`src/rtl/n_bit_adder_pipe.sv`:
```
// Pipelined two's-complement adder: the carry chain is cut into STAGES equal chunks, one per register stage.
// Optional ADDER_SATURATE_EN clamps the result on signed overflow in the final stage.
module n_bit_adder_pipe #(
   parameter int WIDTH  = 16,
   parameter int STAGES = 2
) (
   input  logic             clk,
   input  logic             reset,
   input  logic             in_valid,
   input  logic [WIDTH-1:0] input1,
   input  logic [WIDTH-1:0] input2,
   input  logic             carry_in,
   output logic [WIDTH-1:0] out,
   output logic             out_valid,
   output logic             carry_out,
   output logic             overflow
);

   localparam int CHUNK = (STAGES > 0) ? WIDTH / STAGES : WIDTH;

   if (WIDTH < 2 || STAGES < 1 || STAGES > WIDTH || (WIDTH % STAGES) != 0) begin : g_param_check
      $error("n_bit_adder_pipe: illegal WIDTH/STAGES combination");
   end

   // Stage k sources: operands still carrying unconsumed chunks, incoming carry and low result chunks.
   logic [WIDTH-1:0] a_s   [STAGES];
   logic [WIDTH-1:0] b_s   [STAGES];
   logic [WIDTH-1:0] lo_s  [STAGES];
   logic             c_s   [STAGES];
   logic             v_s   [STAGES];

   logic [WIDTH-1:0] a_d     [STAGES];
   logic [WIDTH-1:0] a_q     [STAGES];
   logic [WIDTH-1:0] b_d     [STAGES];
   logic [WIDTH-1:0] b_q     [STAGES];
   logic [WIDTH-1:0] sum_d   [STAGES];
   logic [WIDTH-1:0] sum_q   [STAGES];
   logic             carry_d [STAGES];
   logic             carry_q [STAGES];
   logic             valid_d [STAGES];
   logic             valid_q [STAGES];

   logic [WIDTH-1:0] raw_sum;
   logic             ovf_d;
   logic             ovf_q;

   always_comb begin
      logic [CHUNK:0]   part;
      logic [WIDTH-1:0] keep;
      part = '0;
      keep = '0;

      a_s[0]  = input1;
      b_s[0]  = input2;
      c_s[0]  = carry_in;
      v_s[0]  = in_valid;
      lo_s[0] = '0;
      for (int k = 1; k < STAGES; k++) begin
         a_s[k]  = a_q[k-1];
         b_s[k]  = b_q[k-1];
         c_s[k]  = carry_q[k-1];
         v_s[k]  = valid_q[k-1];
         lo_s[k] = sum_q[k-1];
      end

      for (int k = 0; k < STAGES; k++) begin
         part = {1'b0, a_s[k][k*CHUNK +: CHUNK]}
              + {1'b0, b_s[k][k*CHUNK +: CHUNK]}
              + (CHUNK+1)'(c_s[k]);
         // Drop chunks consumed up to and including this stage; the last stage keeps nothing.
         keep       = ~((WIDTH'(1) << ((k+1)*CHUNK)) - WIDTH'(1));
         a_d[k]     = a_s[k] & keep;
         b_d[k]     = b_s[k] & keep;
         sum_d[k]   = lo_s[k] | (WIDTH'(part[CHUNK-1:0]) << (k*CHUNK));
         carry_d[k] = part[CHUNK];
         valid_d[k] = v_s[k];
      end

      raw_sum = sum_d[STAGES-1];
      ovf_d   = (a_s[STAGES-1][WIDTH-1] == b_s[STAGES-1][WIDTH-1])
             && (raw_sum[WIDTH-1] != a_s[STAGES-1][WIDTH-1]);
`ifdef ADDER_SATURATE_EN
      if (ovf_d)
         sum_d[STAGES-1] = a_s[STAGES-1][WIDTH-1] ? {1'b1, {(WIDTH-1){1'b0}}}
                                                  : {1'b0, {(WIDTH-1){1'b1}}};
      else
         sum_d[STAGES-1] = raw_sum;
`else
      sum_d[STAGES-1] = raw_sum;
`endif
   end

   always_ff @(posedge clk or posedge reset) begin
      if (reset) begin
         for (int k = 0; k < STAGES; k++) begin
            a_q[k]     <= '0;
            b_q[k]     <= '0;
            sum_q[k]   <= '0;
            carry_q[k] <= 1'b0;
            valid_q[k] <= 1'b0;
         end
         ovf_q <= 1'b0;
      end else begin
         for (int k = 0; k < STAGES; k++) begin
            a_q[k]     <= a_d[k];
            b_q[k]     <= b_d[k];
            sum_q[k]   <= sum_d[k];
            carry_q[k] <= carry_d[k];
            valid_q[k] <= valid_d[k];
         end
         ovf_q <= ovf_d;
      end
   end

   assign out       = sum_q[STAGES-1];
   assign carry_out = carry_q[STAGES-1];
   assign overflow  = ovf_q;
   assign out_valid = valid_q[STAGES-1];

endmodule

```
`config.mk`:
```
export PLATFORM = sky130hd
export DESIGN_NAME = n_bit_adder_pipe
export DESIGN_NICKNAME = d
export VERILOG_FILES = /design/src/rtl/n_bit_adder_pipe.sv
export SDC_FILE = /design/constraint.sdc
export NUM_CORES = 1
export LEC_CHECK = 0
export ABC_CLOCK_PERIOD_IN_PS = 2100
export CAP_MARGIN = 20
export CELL_PAD_IN_SITES_DETAIL_PLACEMENT = 0
export CELL_PAD_IN_SITES_GLOBAL_PLACEMENT = 1
export CORE_MARGIN = 4
export CORE_UTILIZATION = 33
export DETAILED_ROUTE_END_ITERATION = 16
export PLACE_DENSITY_LB_ADDON = 0.1
export SETUP_SLACK_MARGIN = 0.02
export SYNTH_ARGS = -nofsm -noshare
export SYNTH_HDL_FRONTEND = slang
export SYNTH_SLANG_ARGS = --single-unit
```
`constraint.sdc`:
```
create_clock -name clk -period 2.1 [get_ports clk]
set_clock_uncertainty 0.1 [all_clocks]
set_input_delay 0.525 -clock clk [delete_from_list [all_inputs] [get_ports clk]]
set_output_delay 0.525 -clock clk [all_outputs]
set_load 0.02 [all_outputs]
```
; ---- Word-level counts from Yosys, hierarchy flattened
; Cells that the tools add are included.
; W data, S select, Z words.
[totals]
wordCells = 17
inputBits = 36
output_inout_bits = 19
register_bits = 45
[op_classes]
eq_ne = 2
add_sub_neg = 4
bitwise_logic = 1
n_reduce_logical = 1
[ops]
columns = op, count
row1 = $add A8 B8 Y9, 2
row2 = $add A9 B1 Y9, 2
row3 = $or A8 B16 Y16, 1
row4 = $eq A1 B1 Y1, 1
row5 = $logic_and A1 B1 Y1, 1
row6 = $ne A1 B1 Y1, 1

; ---- Longest topological paths before layout
[depth]
ltp_word = 5
depth_mapped = 6
ltp_nobuf = 6

; ---- Worst setup path before layout
; OpenSTA, ideal clock, no wires.
[synth_path]
path_kind = input-to-reg
startpoint = in input1[0]
endpoint = reg sum_q (netlist bit lo_s[6])
arrival_ns = 2.061
cell_stages = 6
required_ns = 1.870
slack_ns = -0.192
cell_sequence = fa_1 fa_1 a21o_1 a21oi_1 a2bb2oi_1 a22oi_1
[synth_lines]
columns = element, line_no
row1 = from (decl), 10  ; input logic [WIDTH-1:0] input1,
row2 = "to (signal, indexed assignment)", 107  ; sum_q[k] <= sum_d[k];
row3 = to (decl), 37  ; logic [WIDTH-1:0] sum_q [STAGES];

==> results.md <==
- Outcome: finished, violations left
- Failing checks: negative setup slack
- Minimum clock period: 2126 ps
- Cells on worst reg2reg path: 6
- Syn nets: 179
- Post-Route Setup TNS: -26.24 ps
- Fmax achieved: 0.4703 GHz
- First-pass GRT wire length: 5.306 mm
- Top cell family by delay on the critical path: adder cells
- # DRC: 0
- Crit share post-route: 101.2%
- Power Density: 788.8 mW/mm^2
- DP Area: 0.002522 mm^2
- Sequential cell area fraction in the yosys report: 63.11%
- CP max stage delay: 440 ps
- Most common library cells after synthesis: dfrtp_1 (45), ha_1 (14), a21oi_1 (7), nor2_1 (7), xnor2_1 (7)
- Register area: 0.001126 mm^2
- RePlAce Congestion: 0.7567
- Actual slew at the worst max-slew pin: 301.2 ps
- Total grt overflow: 0
- # port buffers: 54
- R2r setup slk: -30 ps
- TritonCTS Sinks: 45
- CTS H-tree depth: 2
- Worst setup SP type: flop
- Final hold viol count: 0
- Initial antenna violation count: 0
- Post-Syn Area: 0.001784 mm^2
- Syn Inst Count: 125
- Vias: 1210
- Num CTS Buffers: 5
- Post-Place Worst Slack: -512.8 ps
- Worst path cell trace: fa_2 > fa_2 > a21o_4 > a21oi_4 > o211ai_1 > a31o_2
- Critical path class: reg -> reg
- Post-route ant nets: 0
- Final Setup Violations: 1
- Critical R2R Capture: carry_out
- Yosys cell types: 30
- Num rows: 26
- Core Region: 0.005172 mm^2
- Most frequent cell after synthesis: dfrtp_1
- Hold path depth: 0
- TritonRoute pass-1 iters: 4
- Fin util: 51.33%
- RSZ-0062 raised after global routing: true
- Largest net degree at the start of global routing: 25
- Final Net Count: 256
- Area Overhead vs Synth: 48.81%
- Clock root buffer: clkbuf_8
- Syn_area_per_cell: 14.27 um^2
- Critical R2R Launch: b_q[24]
- Post-route cell area: 0.002655 mm^2
- Die height: 81.53 um
- Initial Utilization: 34.49%
- Vias per inst: 4.432
- Width of the die: 81.53 um
- Post-synth top area share: 63.11%
- Die area: 0.006647 mm^2
- Initial drt markers: 20
- CTS tree: done
- Diodes inserted: 0
- Worst Setup SP: b_q[24]
- Lkg Pwr: 1.170 nW
- Synth top area cells: dfrtp_1 (63%), ha_1 (9.8%), fa_1 (4.5%)
- CP dominant cell by count: fa_2
- Top cell type by total area after synthesis: dfrtp_1
- Peak VDD IR: 0.0002812 V
- Post-synth EDFFs: 0
- GRT Overall Usage: 10.89%
- Drt total wl: 3.418 mm
- Hold Crit Class: reg -> reg
- Critical Path Slowest Stage Cell: fa_2
- Synthesized flop and latch total: 45
- Worst-path maximum fanout: 4
- Buf/Inv on CP: 0
- Layout cells sized above 1: 17.24%
- CP Data Required Time: 2180 ps
- Dpl hpwl: 2.688 mm
- Setup crit end kind: flop
- Async SR Flop Fraction: 100.0%
- Hold endpoint: out[4]
- Relative slew slack: 79.92%
- Final WS setup: -26.24 ps
- Clock tree buffer depth: 2
- Fillers: 434
- Worst Path Arrival: 2210 ps
- Skew-Pair Late Insertion Delay: 290 ps
- Synth warn: 0
- Hold Crit Start: lo_s[4]
- I/O Pins: 55
- Vias in the first global route: 1235
- Pins Over Slew Limit: 0
- Dominant synthesized flop cell: dfrtp_1
- Wire per inst: 12.52 um
- Area of the multi-input gates: 686.9 um^2
- Clock Pin Slew Worst Setup and Hold Paths: 80 ps
- Max-Cap Viols: 0
## final cells by class
type / instances / area share, %
Clock buffer: 8 / 3.016
Tap cell: 70 / 3.299
Multi-Input combinational cell: 75 / 25.87
Inverter: 5 / 0.7069
Sequential cell: 45 / 42.41
Timing Repair Buffer: 70 / 24.69
## per-layer routing
metal | track usage [%] | vias to the layer above | part of all wire [%]
met5 | 0 | - | 0
met4 | 5.574 | 0 | 1.1
met3 | 2.961 | 2 | 4.4
met2 | 21.01 | 29 | 59
met1 | 10.36 | 590 | 36
li1 | - | 589 | -
## kinds of logic after synthesis
logic type	share of synthesized area, %
adder cells (fa/ha/maj)	14.31
multiplexers	0.6311
XOR/XNOR	4.909
buffers and inverters	1.052
AO/OA/AOI/OAI	11.85
flip-flops	63.11
AND/OR/NAND/NOR	4.138
## layout by cell type, fill, tap and decap left out, drive strengths merged, types with 2 or more instances in the layout
cell type / synthesis / routed
a21o: 5 / 5
a21oi: 8 / 8
buf: 0 / 16
clkbuf: 0 / 9
clkdlybuf4s15: 0 / 2
clkdlybuf4s50: 0 / 51
dfrtp: 45 / 45
fa: 4 / 4
ha: 14 / 14
inv: 5 / 5
nor2: 7 / 7
nor3: 3 / 3
o21a: 2 / 2
o21ai: 6 / 6
xnor2: 7 / 7
xor2: 3 / 3
## state kept, by name, summed over array words and instances, names as in the netlist
signal / count
a_q: 8
b_q: 8
c_s: 1
carry_out: 1
lo_s: 8
out: 16
out_valid: 1
overflow: 1
v_s: 1
## per-stage QoR
stage	power [mW]	hold WS, ps	instances
2_1_floorplan	1.312	231.2	125
3_3_place_gp	1.590	231.2	261
3_5_place_dp	1.602	234.7	261
4_1_cts	2.117	252.0	271
5_1_grt	2.210	260.6	273
6_report	2.094	250.4	273
## what timing repair did
action | in CTS | in global routing
buffers inserted | 2 | 2
resized for setup | 6 | 6
gates cloned | 0 | 0
hold buffers | 0 | 0
pin swaps | 6 | 7
endpoints found under the setup margin | 5 | 5
## power by group
group          internal (mW)  total, mW  switching, mW
clock network          0.237      0.500          0.263
logic                  0.312      0.578          0.266
registers              0.984       1.02         0.0329
## worst max path at each step
stage	depth (start not counted)	slack, ps	end
5_1_grt	6	-80	carry_out
2_1_floorplan	6	30	lo_s[6]
6_report	6	-30	carry_out
3_3_place_gp	7	-480	lo_s[6]
3_5_place_dp	7	-510	lo_s[6]
4_1_cts	6	-20	carry_out
Note: power is estimated with default switching activity, not from simulation.
